==> src/rtl/wb_dest_sequencer_if.sv <==
// Bundle, register-file, segment and memory-write signals of the write-back destination sequencer.
// in_valid/in_ready and mem_req/mem_ack: a transfer happens on a rising edge where both are high;
// the producer holds its payload stable until then, and the sequencer never makes ready/request depend
// on valid/ack combinationally.
interface wb_dest_sequencer_if #(
   parameter int NUM_DEST   = 4,
   parameter int DATA_WIDTH = 64,
   parameter int ADDR_WIDTH = 32
);
   logic                           in_valid;
   logic                           in_ready;
   logic [NUM_DEST*DATA_WIDTH-1:0] res_data;
   logic [NUM_DEST*ADDR_WIDTH-1:0] dest_addr;
   logic [NUM_DEST*3-1:0]          dest_type;

   logic                           reg_we;
   logic [2:0]                     reg_waddr;
   logic [DATA_WIDTH-1:0]          reg_wdata;

   logic                           seg_we;
   logic [2:0]                     seg_waddr;
   logic [15:0]                    seg_wdata;

   logic                           mem_req;
   logic [ADDR_WIDTH-1:0]          mem_addr;
   logic [DATA_WIDTH-1:0]          mem_wdata;
   logic                           mem_ack;

   logic                           wb_done;
   logic                           bad_type;
   logic [1:0]                     dbg_state;

   modport slave (
      input  in_valid, res_data, dest_addr, dest_type, mem_ack,
      output in_ready, reg_we, reg_waddr, reg_wdata, seg_we, seg_waddr, seg_wdata,
             mem_req, mem_addr, mem_wdata, wb_done, bad_type, dbg_state
   );

   modport master (
      output in_valid, res_data, dest_addr, dest_type, mem_ack,
      input  in_ready, reg_we, reg_waddr, reg_wdata, seg_we, seg_waddr, seg_wdata,
             mem_req, mem_addr, mem_wdata, wb_done, bad_type, dbg_state
   );
endinterface

==> src/rtl/wb_dest_sequencer.sv <==
// Write-back destination sequencer: latches a four-slot retired bundle and serialises its results,
// lowest slot first, onto the register-file, segment and handshaked memory write ports.
module wb_dest_sequencer #(
   parameter int NUM_DEST   = 4,
   parameter int DATA_WIDTH = 64,
   parameter int ADDR_WIDTH = 32
) (
   input logic              clk,
   input logic              clr,
   wb_dest_sequencer_if.slave bus
);
   localparam int SEL_W = $clog2(NUM_DEST);

   // Destination type encoding shared with the operand-select stage.
   localparam logic [2:0] T_REG = 3'b001;
   localparam logic [2:0] T_SEG = 3'b010;
   localparam logic [2:0] T_MEM = 3'b100;

   typedef enum logic [1:0] {
      IDLE     = 2'b00,
      DRAIN    = 2'b01,
      MEM_WAIT = 2'b10
   } state_t;

   state_t                state_q, state_d;
   logic [NUM_DEST-1:0]   pending_q, pending_d;
   logic [DATA_WIDTH-1:0] data_q [NUM_DEST];
   logic [ADDR_WIDTH-1:0] addr_q [NUM_DEST];
   logic [2:0]            type_q [NUM_DEST];
   logic                  bad_type_q;

   logic                  accept;
   logic [NUM_DEST-1:0]   in_pending;
   logic                  in_bad;

   logic [SEL_W-1:0]      sel;
   logic                  sel_any;
   logic [2:0]            sel_type;
   logic [DATA_WIDTH-1:0] sel_data;
   logic [ADDR_WIDTH-1:0] sel_addr;

   logic                  rdy_c;
   logic                  reg_we_c;
   logic                  seg_we_c;
   logic                  mem_req_c;
   logic                  done_c;

   // Classify incoming slot types; only one-hot types produce work.
   always_comb begin
      in_pending = '0;
      in_bad     = 1'b0;
      for (int i = 0; i < NUM_DEST; i++) begin
         case (bus.dest_type[3*i +: 3])
            T_REG, T_SEG, T_MEM: in_pending[i] = 1'b1;
            3'b000:              in_pending[i] = 1'b0;
            default:             in_bad        = 1'b1;
         endcase
      end
   end

   assign accept = (state_q == IDLE) && bus.in_valid;

   // Lowest-index pending slot goes first, so a later duplicate destination overwrites an earlier one.
   always_comb begin
      sel     = '0;
      sel_any = 1'b0;
      for (int i = NUM_DEST - 1; i >= 0; i--) begin
         if (pending_q[i]) begin
            sel     = SEL_W'(i);
            sel_any = 1'b1;
         end
      end
   end

   assign sel_type = type_q[sel];
   assign sel_data = data_q[sel];
   assign sel_addr = addr_q[sel];

   always_comb begin
      state_d   = state_q;
      pending_d = pending_q;
      rdy_c     = 1'b0;
      reg_we_c  = 1'b0;
      seg_we_c  = 1'b0;
      mem_req_c = 1'b0;
      done_c    = 1'b0;
      case (state_q)
         IDLE: begin
            rdy_c = 1'b1;
            if (bus.in_valid) begin
               pending_d = in_pending;
               state_d   = DRAIN;
            end
         end
         DRAIN: begin
            if (!sel_any) begin
               done_c  = 1'b1;
               state_d = IDLE;
            end else begin
               case (sel_type)
                  T_REG: begin
                     reg_we_c       = 1'b1;
                     pending_d[sel] = 1'b0;
                  end
                  T_SEG: begin
                     seg_we_c       = 1'b1;
                     pending_d[sel] = 1'b0;
                  end
                  default: state_d = MEM_WAIT;
               endcase
            end
         end
         MEM_WAIT: begin
            mem_req_c = 1'b1;
            if (bus.mem_ack) begin
               pending_d[sel] = 1'b0;
               state_d        = DRAIN;
            end
         end
         default: state_d = IDLE;
      endcase
   end

   always_ff @(posedge clk or negedge clr) begin
      if (!clr) begin
         state_q    <= IDLE;
         pending_q  <= '0;
         bad_type_q <= 1'b0;
      end else begin
         state_q   <= state_d;
         pending_q <= pending_d;
         if (accept && in_bad) begin
            bad_type_q <= 1'b1;
         end
      end
   end

   always_ff @(posedge clk or negedge clr) begin
      if (!clr) begin
         for (int i = 0; i < NUM_DEST; i++) begin
            data_q[i] <= '0;
            addr_q[i] <= '0;
            type_q[i] <= '0;
         end
      end else if (accept) begin
         for (int i = 0; i < NUM_DEST; i++) begin
            data_q[i] <= bus.res_data[DATA_WIDTH*i +: DATA_WIDTH];
            addr_q[i] <= bus.dest_addr[ADDR_WIDTH*i +: ADDR_WIDTH];
            type_q[i] <= bus.dest_type[3*i +: 3];
         end
      end
   end

   // Address/data outputs read as zero whenever their strobe is low.
   assign bus.in_ready  = rdy_c;
   assign bus.reg_we    = reg_we_c;
   assign bus.reg_waddr = reg_we_c ? sel_addr[2:0] : 3'd0;
   assign bus.reg_wdata = reg_we_c ? sel_data : '0;
   assign bus.seg_we    = seg_we_c;
   assign bus.seg_waddr = seg_we_c ? sel_addr[2:0] : 3'd0;
   assign bus.seg_wdata = seg_we_c ? sel_data[15:0] : 16'd0;
   assign bus.mem_req   = mem_req_c;
   assign bus.mem_addr  = mem_req_c ? sel_addr : '0;
   assign bus.mem_wdata = mem_req_c ? sel_data : '0;
   assign bus.wb_done   = done_c;
   assign bus.bad_type  = bad_type_q;
   assign bus.dbg_state = state_q;
endmodule
==> src/flat_wrapper.sv <==
// flat-port wrapper written by rule: the top's interface ports become plain ports
module wb_dest_sequencer_flat 
#(
   parameter int NUM_DEST   = 4,
   parameter int DATA_WIDTH = 64,
   parameter int ADDR_WIDTH = 32
)
  (clk, clr, bus_in_valid, bus_res_data, bus_dest_addr, bus_dest_type, bus_mem_ack, bus_in_ready, bus_reg_we, bus_reg_waddr, bus_reg_wdata, bus_seg_we, bus_seg_waddr, bus_seg_wdata, bus_mem_req, bus_mem_addr, bus_mem_wdata, bus_wb_done, bus_bad_type, bus_dbg_state);
  wb_dest_sequencer_if #(.NUM_DEST(NUM_DEST), .DATA_WIDTH(DATA_WIDTH), .ADDR_WIDTH(ADDR_WIDTH)) bus_i ();
  input logic clk;
  input logic clr;
  input wire logic [$bits(bus_i.in_valid)-1:0] bus_in_valid;
  input wire logic [$bits(bus_i.res_data)-1:0] bus_res_data;
  input wire logic [$bits(bus_i.dest_addr)-1:0] bus_dest_addr;
  input wire logic [$bits(bus_i.dest_type)-1:0] bus_dest_type;
  input wire logic [$bits(bus_i.mem_ack)-1:0] bus_mem_ack;
  output wire logic [$bits(bus_i.in_ready)-1:0] bus_in_ready;
  output wire logic [$bits(bus_i.reg_we)-1:0] bus_reg_we;
  output wire logic [$bits(bus_i.reg_waddr)-1:0] bus_reg_waddr;
  output wire logic [$bits(bus_i.reg_wdata)-1:0] bus_reg_wdata;
  output wire logic [$bits(bus_i.seg_we)-1:0] bus_seg_we;
  output wire logic [$bits(bus_i.seg_waddr)-1:0] bus_seg_waddr;
  output wire logic [$bits(bus_i.seg_wdata)-1:0] bus_seg_wdata;
  output wire logic [$bits(bus_i.mem_req)-1:0] bus_mem_req;
  output wire logic [$bits(bus_i.mem_addr)-1:0] bus_mem_addr;
  output wire logic [$bits(bus_i.mem_wdata)-1:0] bus_mem_wdata;
  output wire logic [$bits(bus_i.wb_done)-1:0] bus_wb_done;
  output wire logic [$bits(bus_i.bad_type)-1:0] bus_bad_type;
  output wire logic [$bits(bus_i.dbg_state)-1:0] bus_dbg_state;
  assign bus_i.in_valid = bus_in_valid;
  assign bus_i.res_data = bus_res_data;
  assign bus_i.dest_addr = bus_dest_addr;
  assign bus_i.dest_type = bus_dest_type;
  assign bus_i.mem_ack = bus_mem_ack;
  assign bus_in_ready = bus_i.in_ready;
  assign bus_reg_we = bus_i.reg_we;
  assign bus_reg_waddr = bus_i.reg_waddr;
  assign bus_reg_wdata = bus_i.reg_wdata;
  assign bus_seg_we = bus_i.seg_we;
  assign bus_seg_waddr = bus_i.seg_waddr;
  assign bus_seg_wdata = bus_i.seg_wdata;
  assign bus_mem_req = bus_i.mem_req;
  assign bus_mem_addr = bus_i.mem_addr;
  assign bus_mem_wdata = bus_i.mem_wdata;
  assign bus_wb_done = bus_i.wb_done;
  assign bus_bad_type = bus_i.bad_type;
  assign bus_dbg_state = bus_i.dbg_state;
  wb_dest_sequencer #(.NUM_DEST(NUM_DEST), .DATA_WIDTH(DATA_WIDTH), .ADDR_WIDTH(ADDR_WIDTH)) u_core (.clk(clk), .clr(clr), .bus(bus_i));
endmodule
==> config.mk <==
export PLATFORM = sky130hd
export DESIGN_NAME = wb_dest_sequencer_flat
export DESIGN_NICKNAME = d
export VERILOG_FILES = /design/src/rtl/wb_dest_sequencer_if.sv /design/src/rtl/wb_dest_sequencer.sv /design/src/flat_wrapper.sv
export SDC_FILE = /design/constraint.sdc
export NUM_CORES = 1
export LEC_CHECK = 0
export ABC_AREA = 1
export CAP_MARGIN = 20
export CORE_AREA = 2 2 230 232
export CTS_BUF_LIST = sky130_fd_sc_hd__clkbuf_8
export DETAILED_ROUTE_END_ITERATION = 10
export DIE_AREA = 0 0 232 234
export GPL_TIMING_DRIVEN = 0
export PLACE_DENSITY_LB_ADDON = 0.12
export SLEW_MARGIN = 25
export SYNTH_ARGS = -nofsm -noshare
export SYNTH_HDL_FRONTEND = slang
export SYNTH_SLANG_ARGS = --single-unit
==> constraint.sdc <==
create_clock -name clk -period 1.6 [get_ports clk]
set_input_delay 0.24 -clock clk [delete_from_list [all_inputs] [get_ports clk]]
set_output_delay 0.24 -clock clk [all_outputs]
set_load 0.01 [all_outputs]
==> results list, run 1 <==
* DR WL met3: 5937 um
- Num rows: 84
- Entering global routing, the biggest net connects 92 pins.
- Synthesized-area fraction occupied by ao, oa, aoi and oai cells: 0.07781
- Initial antenna violation count: 20
- Measured against the total synthesized area, the mux share comes to 0.
- WP data required: 1.36 ns
* Clock period minus final worst setup slack: 2.975 ns
- Total detailed-routing wirelength: 85100 um
- Total core area: 52020 um2
- Crit end category: output pin
* Netlist cell types: 32
* Period Utilization, post-route: 1.860
* Routed met2 length: 42320 um
- The analysis attributes to cell leakage a power of 0.01533 uW.
- Dividing the synthesized area by the synthesized cell count gives 7.417 um2.
- Width of the chip: 232 um
* Worst clock skew: 0.01682 ns
* Wire length of the first global-routing pass: 124200 um
* Syn Inst Count: 2556
- Vertical extent of the die: 234 um
* Upper clock frequency limit: 336.1 MHz
* Largest fanout on the critical path: 8
- The clock reaches the later pin of the worst-skew pair after 0.66 ns.
- Average via count per standard cell: 4.931
- For this block, the initial DRC count from the detailed router was 1443.
* Wire length per cell: 20.70 um
* Fraction of the mapped netlist area in adder cells: 0.003828
- Final worst hold slack: 0.1207 ns
- Syn-to-layout area delta: 61.89%
- Number of buffers created by CTS: 73
- For this run, asynchronously set or reset flops after synthesis account for 1.000.
- Number of synthesized flops with an enable pin: 0
* Most used flip-flop cell after synthesis: sky130_fd_sc_hd__dfrtp_1
* Worst Setup Start Kind: register
* Number of register bits inferred by synthesis: 403
- Via count: 20273
- Highest routed layer: met5
- Clock-pin slew was measured on the worst setup and hold paths at 0.06 ns.
- Pwr per Cell Area: 2028 nW/um2
- After synthesis the cells add up to 18960 um2.
- The final-report hold violation count is 0.
- In this run the count of I/O pins placed on the die edge is 590.
- The wire-length estimate of the detail-placed layout is 61120 um.
- The worst hold path belongs to the class in2reg.
* H-tree levels: 3
* Number of endpoints failing setup at the final stage: 527
- Summed over all layers, the global routing overflow is 0.
* Violations in the final reports: negative setup slack
* Critical path type: reg2out
* Most used cells in the layout excluding fill and tap cells: sky130_fd_sc_hd__nand2_1 (1366), sky130_fd_sc_hd__clkdlybuf4s50_1 (403), sky130_fd_sc_hd__dfrtp_1 (400)
- The flow ran to the end, but the final reports show violations.
* Clock root buffer: sky130_fd_sc_hd__clkbuf_8
- Ys Warns: 0
- The initial utilization of the core area, before any placement, comes to 0.3644.
- Once detail routing completed, the nets flagged for antenna violations numbered 0.
- The first detailed-routing pass took 5 iterations.
- Across the VDD grid, the largest voltage drop is 878.8 uV.
- Net Count, Synth: 2961
- Last weighted congestion value of the routability-driven placer: 0.9126
- Input and output buffers added on the ports amount to 589.
- Max-cap violations in this run came to 0.
* Clock tree from TritonCTS: yes
- CTS max path bufs: 3
- Post-synthesis share of cell area spent on and, or, nand and nor gates: 0.3338
- Setup repair after global routing missed its margin: yes
- Clock tree synthesis found a total of 403 sinks.
* Parity-gate share of the synthesized area counting xor and xnor cells: 0
* Floorplan die area: 54290 um2
* Fraction of layout cells with a size suffix above 1: 0.2541
* Worst rel slew slack: 0.5208
- By area, the combinational part of the netlist is dominated by simple AND/OR/NAND/NOR gates.
- Final core utilization: 0.5899
* All-Layer GR Usage: 0.3070
- Sum of routed wire segments on met1: 34280 um
- Timing analysis after detailed placement gives a worst setup slack of -1.433 ns.
- The final number of max-transition violations was 0.
* Final worst setup slack: -1.375 ns
* Vias in the first global route: 20436
- Commonest non-fill, non-tap cell in the layout: sky130_fd_sc_hd__nand2_1
- Slew at the pin closest to its max-slew limit: 0.7188 ns
- For this run, the register share of the synthesized area comes to 0.5319.
- STA puts the critical path data arrival time at 2.74 ns.
* Residual DRC count: 0
* Count of nets after finishing: 3765
==> metrics by stage <==
step                      area (um2)  power (uW)  TNS [ns]  cells
after floorplan                19590       32370    -31.34   2556
after global placement         26350       42090  -7613.75   3833
after detailed placement       26490       42520   -488.29   3838
after CTS                      29510       58420   -519.47   4056
after global routing           30690       66260   -342.44   4109
final                          30690       62230   -296.28   4111
==> cell families after synthesis <==
group           count (synthesis)
simple gates                 1660
flops                         403
buf+inv                       251
compound gates                236
fa+ha+maj                       6
==> flip-flops by register name, indices dropped and copies added, names as in the netlist <==
name	cells
u_core.pending_q	4
u_core.data_q	256
u_core.bus.dbg_state	2
u_core.bus.bad_type	1
u_core.addr_q	128
u_core.type_q	12
==> cell usage after synthesis, types with 7 or more instances <==
cell | n | area share
sky130_fd_sc_hd__o21ai_0 | 100 | 0.026
sky130_fd_sc_hd__a31oi_1 | 30 | 0.0099
sky130_fd_sc_hd__inv_2 | 7 | 0.0014
sky130_fd_sc_hd__dfrtp_1 | 403 | 0.53
sky130_fd_sc_hd__nor2_1 | 220 | 0.044
sky130_fd_sc_hd__o21a_1 | 29 | 0.011
sky130_fd_sc_hd__nand3_1 | 12 | 0.0032
sky130_fd_sc_hd__o211ai_1 | 65 | 0.026
sky130_fd_sc_hd__clkbuf_1 | 120 | 0.024
sky130_fd_sc_hd__inv_1 | 88 | 0.017
sky130_fd_sc_hd__nand2_1 | 1405 | 0.28
sky130_fd_sc_hd__buf_2 | 29 | 0.0077
==> critical path: stages, from the launching register on <==
cell and delay [ns]:
sky130_fd_sc_hd__dfrtp_2 0.43, sky130_fd_sc_hd__clkinvlp_4 0.27, sky130_fd_sc_hd__nand2_8 0.23, sky130_fd_sc_hd__nand2_4 0.05, sky130_fd_sc_hd__nand3_2 0.08, sky130_fd_sc_hd__nand2_4 0.08
sky130_fd_sc_hd__nor2_4 0.14, sky130_fd_sc_hd__nand3_4 0.09, sky130_fd_sc_hd__buf_12 0.18, sky130_fd_sc_hd__buf_12 0.17, sky130_fd_sc_hd__buf_6 0.12, sky130_fd_sc_hd__nor2_4 0.10
sky130_fd_sc_hd__buf_6 0.11
==> path summary, 6_finish.rpt <==
kind                                              endpoint                           startpoint  depth (start not counted)  slack, ns
setup / recovery                         bus_reg_wdata[59]      u_core.pending_q[0]$_DFFE_PN0P_                         12      -1.38
hold / removal              u_core.data_q[155]$_DFFE_PN0P_                     bus_res_data[91]                          3       0.12
setup reg to reg           u_core.pending_q[0]$_DFFE_PN0P_  u_core.bus.dbg_state[0]$_DFFE_PN0P_                          9      -0.63
hold reg to reg              u_core.data_q[24]$_DFFE_PN0P_        u_core.data_q[24]$_DFFE_PN0P_                          2       0.48
max in group asynchronous   u_core.addr_q[119]$_DFFE_PN0P_                                  clr                          5       0.16
min in group asynchronous   u_core.data_q[177]$_DFFE_PN0P_                                  clr                          3       0.19
==> where the power goes <==
group          internal (uW)  switching [uW]
Clock                   5350            4520
Sequential             15100            3240
Combinational          14800           19300
Total                  35200           27000
==> per-layer routing <==
layer  vias to the layer above  global-route usage
met4                        18             0.09135
met1                      9810              0.3814
met3                       166             0.07101
met5                         -                   0
li1                       9524                   -
met2                       755              0.5319
==> timing repair <==
item / CTS / global route
gates cloned: 16 / 5
endpoints found under the hold margin: 88 / 0
setup buffers: 74 / 50
pin swaps: 84 / 103
gates resized for setup: 924 / 532
endpoints found under the setup margin: 590 / 651
hold buffers: 2 / 0
==> final cells by class <==
| class | count | area (um2) |
|---|---|---|
| fill | 4784 | 21330 |
| sequential | 403 | 10090 |
| multi-input combinational | 1904 | 9219 |
| timing repair buffer | 734 | 7103 |
| buffer | 148 | 1536 |
| clock buffer | 93 | 1280 |
| tap | 688 | 860.8 |
| inverter | 95 | 395.4 |
| clock inverter | 34 | 168.9 |
| antenna | 11 | 27.53 |
| timing repair inverter | 1 | 11.26 |
Note: power is estimated with default switching activity, not from simulation.
==> run 2, diff against run 1 <==
Settings changed: SLEW_MARGIN 25 to default.
==> results list, run 2 (synthesized netlist as in run 1, its figures left out) <==
* Number of endpoints failing setup at the final stage: 592 (+12%)
* Vertical extent of the die: 234 um (unchanged)
- The clock transition at the registers of the reported paths came to 0.06 ns (about the same).
- The final worst slack is -1.401 ns (-0.02585 ns).
- The wire length per cell after detailed routing was 21.09 um (+1.9%).
- Latest clock arrival within the worst-skew pair: 0.67 ns (about the same)
- Setup repair after global routing could not meet its margin everywhere.
- The die span in x came to 232 um (unchanged).
- The number of filler instances in the final layout came to 4716 (-1.4%).
- Num rows: 84 (unchanged)
* Final worst hold slack: -0.4285 ns (-0.5491 ns)
* Upper clock frequency limit: 333.2 MHz (-0.86%)
- Fraction of layout cells with a size suffix above 1: 0.2626 (+0.008499)
- Largest registers in the final layout: u_core.data_q x256, u_core.addr_q x128, u_core.type_q x12
* CTS max path bufs: 3 (unchanged)
- The final layout net count is 3766 (+0.027%).
- Leaving out fill and tap cells, the most frequent cell in the layout is sky130_fd_sc_hd__nand2_1.
- The placeable core area is 52020 um2 (unchanged).
- Crit end category: output pin
- The largest driver fanout on the critical path was 5 (-3).
- The critical path buffer and inverter count was 7 (+2).
* Period Utilization, post-route: 1.876 (+0.01616)
- The detailed router's first-iteration violation count was 1314 (-8.9%).
- Final design area excluding fillers: 31210 um2 (+1.7%)
- Average via count per standard cell: 4.941 (+0.19%)
- The minimum period implied by the final worst setup slack was 3.001 ns (+0.02585 ns).
- The leftover overflow at the end of global routing is 0 (unchanged).
- Floorplan die area: 54290 um2 (unchanged)
- Initial antenna violation count: 26 (+30%)
- Top cell family by delay on the critical path: buffers and inverters
* Starting density of the core: 0.3644 (unchanged)
- The worst setup path is launched from a register.
* WP data required: 1.36 ns (about the same)
- The final sum of negative setup slack is -514.72 ns (-218.44 ns).
- The top cell types in the final layout, fill and taps aside, are sky130_fd_sc_hd__nand2_1 (1342), sky130_fd_sc_hd__clkdlybuf4s50_1 (404), sky130_fd_sc_hd__dfrtp_1 (398).
- The checks that failed: negative hold slack, negative setup slack.
* Worst path max stage delay: 0.45 ns (+0.02 ns)
- The critical path goes through clkinvlp_4, buf_6, nand3b_1, nand3_2, nand2_4, nor2_4, nand3_4, buf_12, buf_12, buf_12, buf_6, nor2_4, buf_6.
- The remaining design rule violation count was 0 (unchanged).
* Clock tree from TritonCTS: yes
- The H-tree depth is 3 (unchanged).
* Critical R2R Launch: u_core.bus.dbg_state[0]$_DFFE_PN0P_
- The final-report hold violation count was 92 (+92).
* Worst vdd rail ir drop: 959.2 uV (+9.2%)
- The headroom to the max-slew limit came to 0.2530 (-0.2678).
- The final number of max-transition violations came to 0 (unchanged).
- Via count: 20341 (+0.34%)
- The first-pass GRT wire length came to 123500 um (-0.56%).
- Syn-to-layout area delta: 64.61%
- The residual antenna-violating net count after detailed routing was 0 (unchanged).
- Worst setup path startpoint: u_core.pending_q[0]$_DFFE_PN0P_
* Slew at the pin closest to its max-slew limit: 1.120 ns (+0.4017 ns)
- The length of the first detailed-routing pass in iterations was 5 (unchanged).
- Maximum number of pins on one net before global-route repair: 114 (+24%)
* All-Layer GR Usage: 0.3064 (-0.0005552)
- The count of input and output buffers came to 589 (unchanged).
- More flip-flops sit in one register than any other, and that register is u_core.data_q.
* Standard cell area after detailed placement: 26450 um2 (-0.16%)
- The largest individual stage delay along the critical path comes from the cell sky130_fd_sc_hd__dfrtp_2.
* Leakage power: 0.01543 uW (+0.68%)
* Number of top-level design ports: 590 (unchanged)
- Vias in the first global route: 20357 (-0.39%)
* Critical path type: reg2out
- The max-cap check violation count is 0 (unchanged).
* Number of buffers created by CTS: 73 (unchanged)
* Pwr per Cell Area: 2033 nW/um2 (+0.28%)
- The flow ran to the end, but the final reports show violations.
- The final weighted congestion in routability-driven placement is 0.9126 (unchanged).
* Total detailed-routing wirelength: 86810 um (+2.0%)
- The final HPWL from detailed placement was 61190 um (+0.12%).
- Worst clock skew: 0.02706 ns (+0.01024 ns)
- The endpoint arrival time on the critical path is 2.76 ns (+0.02 ns).
- The tree is rooted in a sky130_fd_sc_hd__clkbuf_8.
* Class of the most critical hold timing path: in2async
- Number of clock sinks seen by CTS: 403 (unchanged)
* Flip-flop count of the largest register after layout: 256 (unchanged)
run 2: cell count changes in the layout (fill, tap and decap cells not counted), moves of 16 or more:
cell / previous run / this run
sky130_fd_sc_hd__nor2_2: 90 / 62
sky130_fd_sc_hd__buf_4: 53 / 37
sky130_fd_sc_hd__nor2_4: 32 / 57
sky130_fd_sc_hd__nand2_1: 1366 / 1342
sky130_fd_sc_hd__buf_6: 92 / 124
sky130_fd_sc_hd__buf_2: 141 / 125
run 2: final timing paths:
check / cells after the start / slack [ns] / end
max reg2reg: 7 / -1.03 / u_core.addr_q[56]$_DFFE_PN0P_
max: 13 / -1.40 / bus_reg_wdata[47]
max in group asynchronous: 3 / 0.47 / u_core.addr_q[9]$_DFFE_PN0P_
min: 1 / -0.43 / u_core.data_q[174]$_DFFE_PN0P_
min in group clk: 3 / 0.10 / u_core.addr_q[45]$_DFFE_PN0P_
min reg2reg: 2 / 0.48 / u_core.data_q[162]$_DFFE_PN0P_
run 2: power by group:
group	internal (uW)	switching [uW]	total (uW)	leakage [uW]
logic	15000	20100	35100	0.00961
registers	15100	3370	18400	0.00498
clock network	5360	4570	9920	0.000836
total	35500	28000	63500	0.0154
run 2: final cells by class:
cell class	count	area, um2	share of cell area
timing repair buffer	736	7458	0.2390
multi-input combinational	1904	9569	0.3066
clock buffer	93	1280	0.04102
clock inverter	33	168.9	0.005413
sequential	403	10090	0.3234
inverter	95	381.6	0.01223
antenna	17	42.54	0.001363
tap	688	860.8	0.02759
buffer	148	1354	0.04338
run 2: through the flow:
step                utilization  total power, uW  worst slack [ns]  hold WS (ns)  std cells
floorplan                     -            32370           -0.1440      -0.05559       2556
global placement         0.5065            42090            -19.09        0.4568       3833
detailed placement       0.5084            42520            -1.467        0.3101       3837
CTS                      0.5690            58470            -1.457       -0.4173       4060
global route             0.5995            67470            -1.454       -0.3926       4111
finish                   0.5998            63460            -1.401       -0.4285       4117
run 2: timing repair:
item	4_1_cts	5_1_grt
gates cloned	18	11
endpoints found under the setup margin	591	593
resized for setup	955	531
pin swaps	74	140
buffers inserted	80	48
endpoints found under the hold margin	92	92
run 2: routing by layer:
metal  vias up  part of all wire  GRT usage  routed length [um]
met2       767              0.50     0.5152               43000
li1       9546                 -          -                   -
met1      9816              0.40     0.3802               34540
met4        26             0.032     0.1220                2791
met3       186             0.073    0.07344                6325
met5         -            0.0018          0                 153
==> run 3, diff against run 2 <==
Settings changed: CAP_MARGIN 20 to 40.
==> results list, run 3 (synthesized netlist as in run 1, its figures left out) <==
- The flow ran to the end, but the final reports show violations.
* Violations in the final reports: negative hold slack, negative setup slack
* Number of hold-slack violations in the final timing report: 92 (unchanged)
* Width of the chip: 232 um (unchanged)
- Clock period minus final worst setup slack: 3.004 ns (+0.003050 ns)
- Leaving out fill and tap cells, the most frequent cells in the layout are sky130_fd_sc_hd__nand2_1 (1351), sky130_fd_sc_hd__clkdlybuf4s50_1 (404), sky130_fd_sc_hd__dfrtp_1 (399).
* Reg2reg setup slack: -0.97 ns (+0.06 ns)
* Leakage power: 0.01552 uW (+0.59%)
- The post-placement cell count was 3838 (+0.026%).
- The count of input and output buffers is 589 (unchanged).
* Crit end category: output pin
* Latest clock arrival within the worst-skew pair: 0.67 ns (about the same)
- The proportion of layout cells with a drive suffix above 1 was 0.2646 (+0.001992).
- The endpoint arrival time on the critical path was 2.76 ns (about the same).
- The required time of the worst setup path came to 1.36 ns (about the same).
* Setup repair after global routing missed its margin: yes
- Internal cell power: 36280 uW (+2.3%)
- Worst vdd rail ir drop: 881.8 uV (-8.1%)
- The number of antenna violations at the first check in global routing is 30 (+15%).
- Starting density of the core: 0.3644 (unchanged)
- Crit path cell chain: nor2_4, inv_4, nor2_4, buf_12, nand2_4, nand2_2, inv_2, nand2_4, nand3_4, buf_12, buf_12, buf_6, nor2_4, buf_6
- The via count of the first global-routing pass was 20340 (-0.084%).
- The number of failing setup endpoints in the final timing report was 593 (+0.17%).
* Standard cell area after detailed placement: 26470 um2 (about the same)
- Number of top-level design ports: 590 (unchanged)
* Via count: 20463 (+0.60%)
* Average via count per standard cell: 4.932 (-0.18%)
* Initial DRC count: 1457 (+11%)
- Total of max-cap violations: 0 (unchanged)
* Part of the total power dissipated in the clock network: 0.158 (+0.002)
* Worst Setup Start Kind: register
- Wire length of the first global-routing pass: 122900 um (-0.50%)
- Syn-to-layout area delta: 67.36%
- Register name with the most flops: u_core.data_q
* Post-CTS clock slew at the launch and capture registers of the worst setup and hold paths: 0.07 ns (about the same)
* Number of clock sinks seen by CTS: 403 (unchanged)
- The wire length per cell after detailed routing was 21.01 um (-0.36%).
* Floorplan die area: 54290 um2 (unchanged)
- The final cell count without fillers was 4149 (+0.78%).
* Comb power frac: 0.558 (+0.005)
- The deepest clock path buffer count is 3 (unchanged).
- The residual antenna-violating net count after detailed routing came to 0 (unchanged).
- Final design area excluding fillers: 31730 um2 (+1.7%)
- The worst setup path is of the reg2out kind.
* H-tree levels: 3 (unchanged)
- TritonCTS built the clock tree.
- Worst clock skew: 0.03690 ns (+0.009844 ns)
- Maximum number of pins on one net before global-route repair: 114 (unchanged)
- Final worst hold slack: -0.4425 ns (-0.01401 ns)
* Class of the most critical hold timing path: in2async
* Count of nets after finishing: 3794 (+0.74%)
* Vertical extent of the die: 234 um (unchanged)
- The overall track demand over capacity in global routing is 0.3062 (about the same).
- The overall routed net length is 87170 um (+0.42%).
- Net switching power: 28330 uW (+1.2%)
- The number of flip-flops in the largest register was 256 (unchanged).
* Setup tns final: -551.63 ns (-36.90 ns)
* Overflow left after global routing: 0 (unchanged)
* Slew at the pin closest to its max-slew limit: 0.8033 ns (-0.3172 ns)
- TritonRoute pass-1 iters: 5 (unchanged)
- Post-DP HPWL: 61260 um (+0.10%)
* Largest fanout on the critical path: 8 (+3)
- The remaining design rule violation count was 0 (unchanged).
- The sequential share of power is 0.283 (-0.008).
* Number of buffers created by CTS: 74 (+1.4%)
- Clock root buffer: sky130_fd_sc_hd__clkbuf_8
* Period Utilization, post-route: 1.878 (+0.001906)
- Last weighted congestion value of the routability-driven placer: 0.9126 (unchanged)
- Largest registers in the final layout: u_core.data_q x256, u_core.addr_q x128, u_core.type_q x12
* Worst path max stage delay: 0.43 ns (-0.02 ns)
- Worst path slowest cell: sky130_fd_sc_hd__dfrtp_1
- Max Transition Viols Final: 0 (unchanged)
* Worst rel slew slack: 0.4645 (+0.2115)
* Pwr per Cell Area: 2036 nW/um2 (+0.15%)
- The placeable core area was 52020 um2 (unchanged).
* Num rows: 84 (unchanged)
- Commonest non-fill, non-tap cell in the layout: sky130_fd_sc_hd__nand2_1
- Upper clock frequency limit: 332.9 MHz (-0.10%)
- Final worst setup slack: -1.404 ns (-0.003050 ns)
- Switch share: 0.4385 (-0.002787)
-- run 3: cell count changes in the layout (fill, tap and decap cells not counted), moves of 9 or more --
cell,change
sky130_fd_sc_hd__buf_2,-26
sky130_fd_sc_hd__buf_4,+26
sky130_fd_sc_hd__nor2_4,+21
sky130_fd_sc_hd__nand2_4,-16
sky130_fd_sc_hd__buf_6,+15
sky130_fd_sc_hd__nor2_2,-13
sky130_fd_sc_hd__nand2_1,+9
sky130_fd_sc_hd__o21ai_2,-9
-- run 3: cell type report --
type	instances	area, um2
Antenna cell	18	45.04
Buffer	144	1341
Clock buffer	93	1280
Clock inverter	37	229.0
Fill cell	4687	20300
Inverter	95	387.9
Multi-Input combinational cell	1904	9527
Sequential cell	403	10090
Tap cell	688	860.8
Timing Repair Buffer	767	7968
-- run 3: through the flow --
step	util	setup WS, ns	total power, uW
finish	0.6099	-1.404	64610
global route	0.6097	-1.511	68560
CTS	0.5708	-1.459	58930
detailed placement	0.5087	-1.444	42530
global placement	0.5065	-19.09	42090
floorplan	-	-0.1440	32370
-- run 3: worst paths after layout --
kind	end	startpoint	depth (start not counted)
max	bus_reg_wdata[59]	u_core.pending_q[1]$_DFFE_PN0P_	14
min	u_core.data_q[47]$_DFFE_PN0P_	clr	1
min in group clk	u_core.data_q[47]$_DFFE_PN0P_	bus_res_data[239]	3
max reg2reg	u_core.data_q[70]$_DFFE_PN0P_	u_core.bus.dbg_state[0]$_DFFE_PN0P_	8
max in group asynchronous	u_core.data_q[215]$_DFFE_PN0P_	clr	3
min reg2reg	u_core.data_q[222]$_DFFE_PN0P_	u_core.data_q[222]$_DFFE_PN0P_	2
-- run 3: critical path, delay by kind of cell, from the launching register on --
family                 cells  cell delay (ns)
buffers and inverters      7             0.86
DFF                        1             0.43
and+or+nand+nor            7             0.79
-- run 3: layer usage --
| layer | vias to the layer above | GRT usage | wire length [um] |
|---|---|---|---|
| li1 | 9607 | - | - |
| met1 | 9876 | 0.3736 | 34720 |
| met2 | 770 | 0.5151 | 42970 |
| met3 | 184 | 0.08147 | 6367 |
| met4 | 26 | 0.1242 | 2952 |
| met5 | - | 0 | 158 |
-- run 3: power by group through the flow --
stage / Sequential [uW] / Combinational (uW) / Clock, uW
2_1_floorplan: 17000 / 15300 / 0
3_3_place_gp: 17800 / 24200 / 0
3_5_place_dp: 17900 / 24600 / 0
4_1_cts: 18000 / 30600 / 10400
5_1_grt: 18800 / 38900 / 10800
6_report: 18300 / 36100 / 10200
-- run 3: repair_timing --
item                       CTS  global route
hold endpoints to repair    92            92
pin swaps                   88           115
gates cloned                18            15
gates resized for setup    936           558
setup buffers               79            70
setup endpoints to repair  590           593
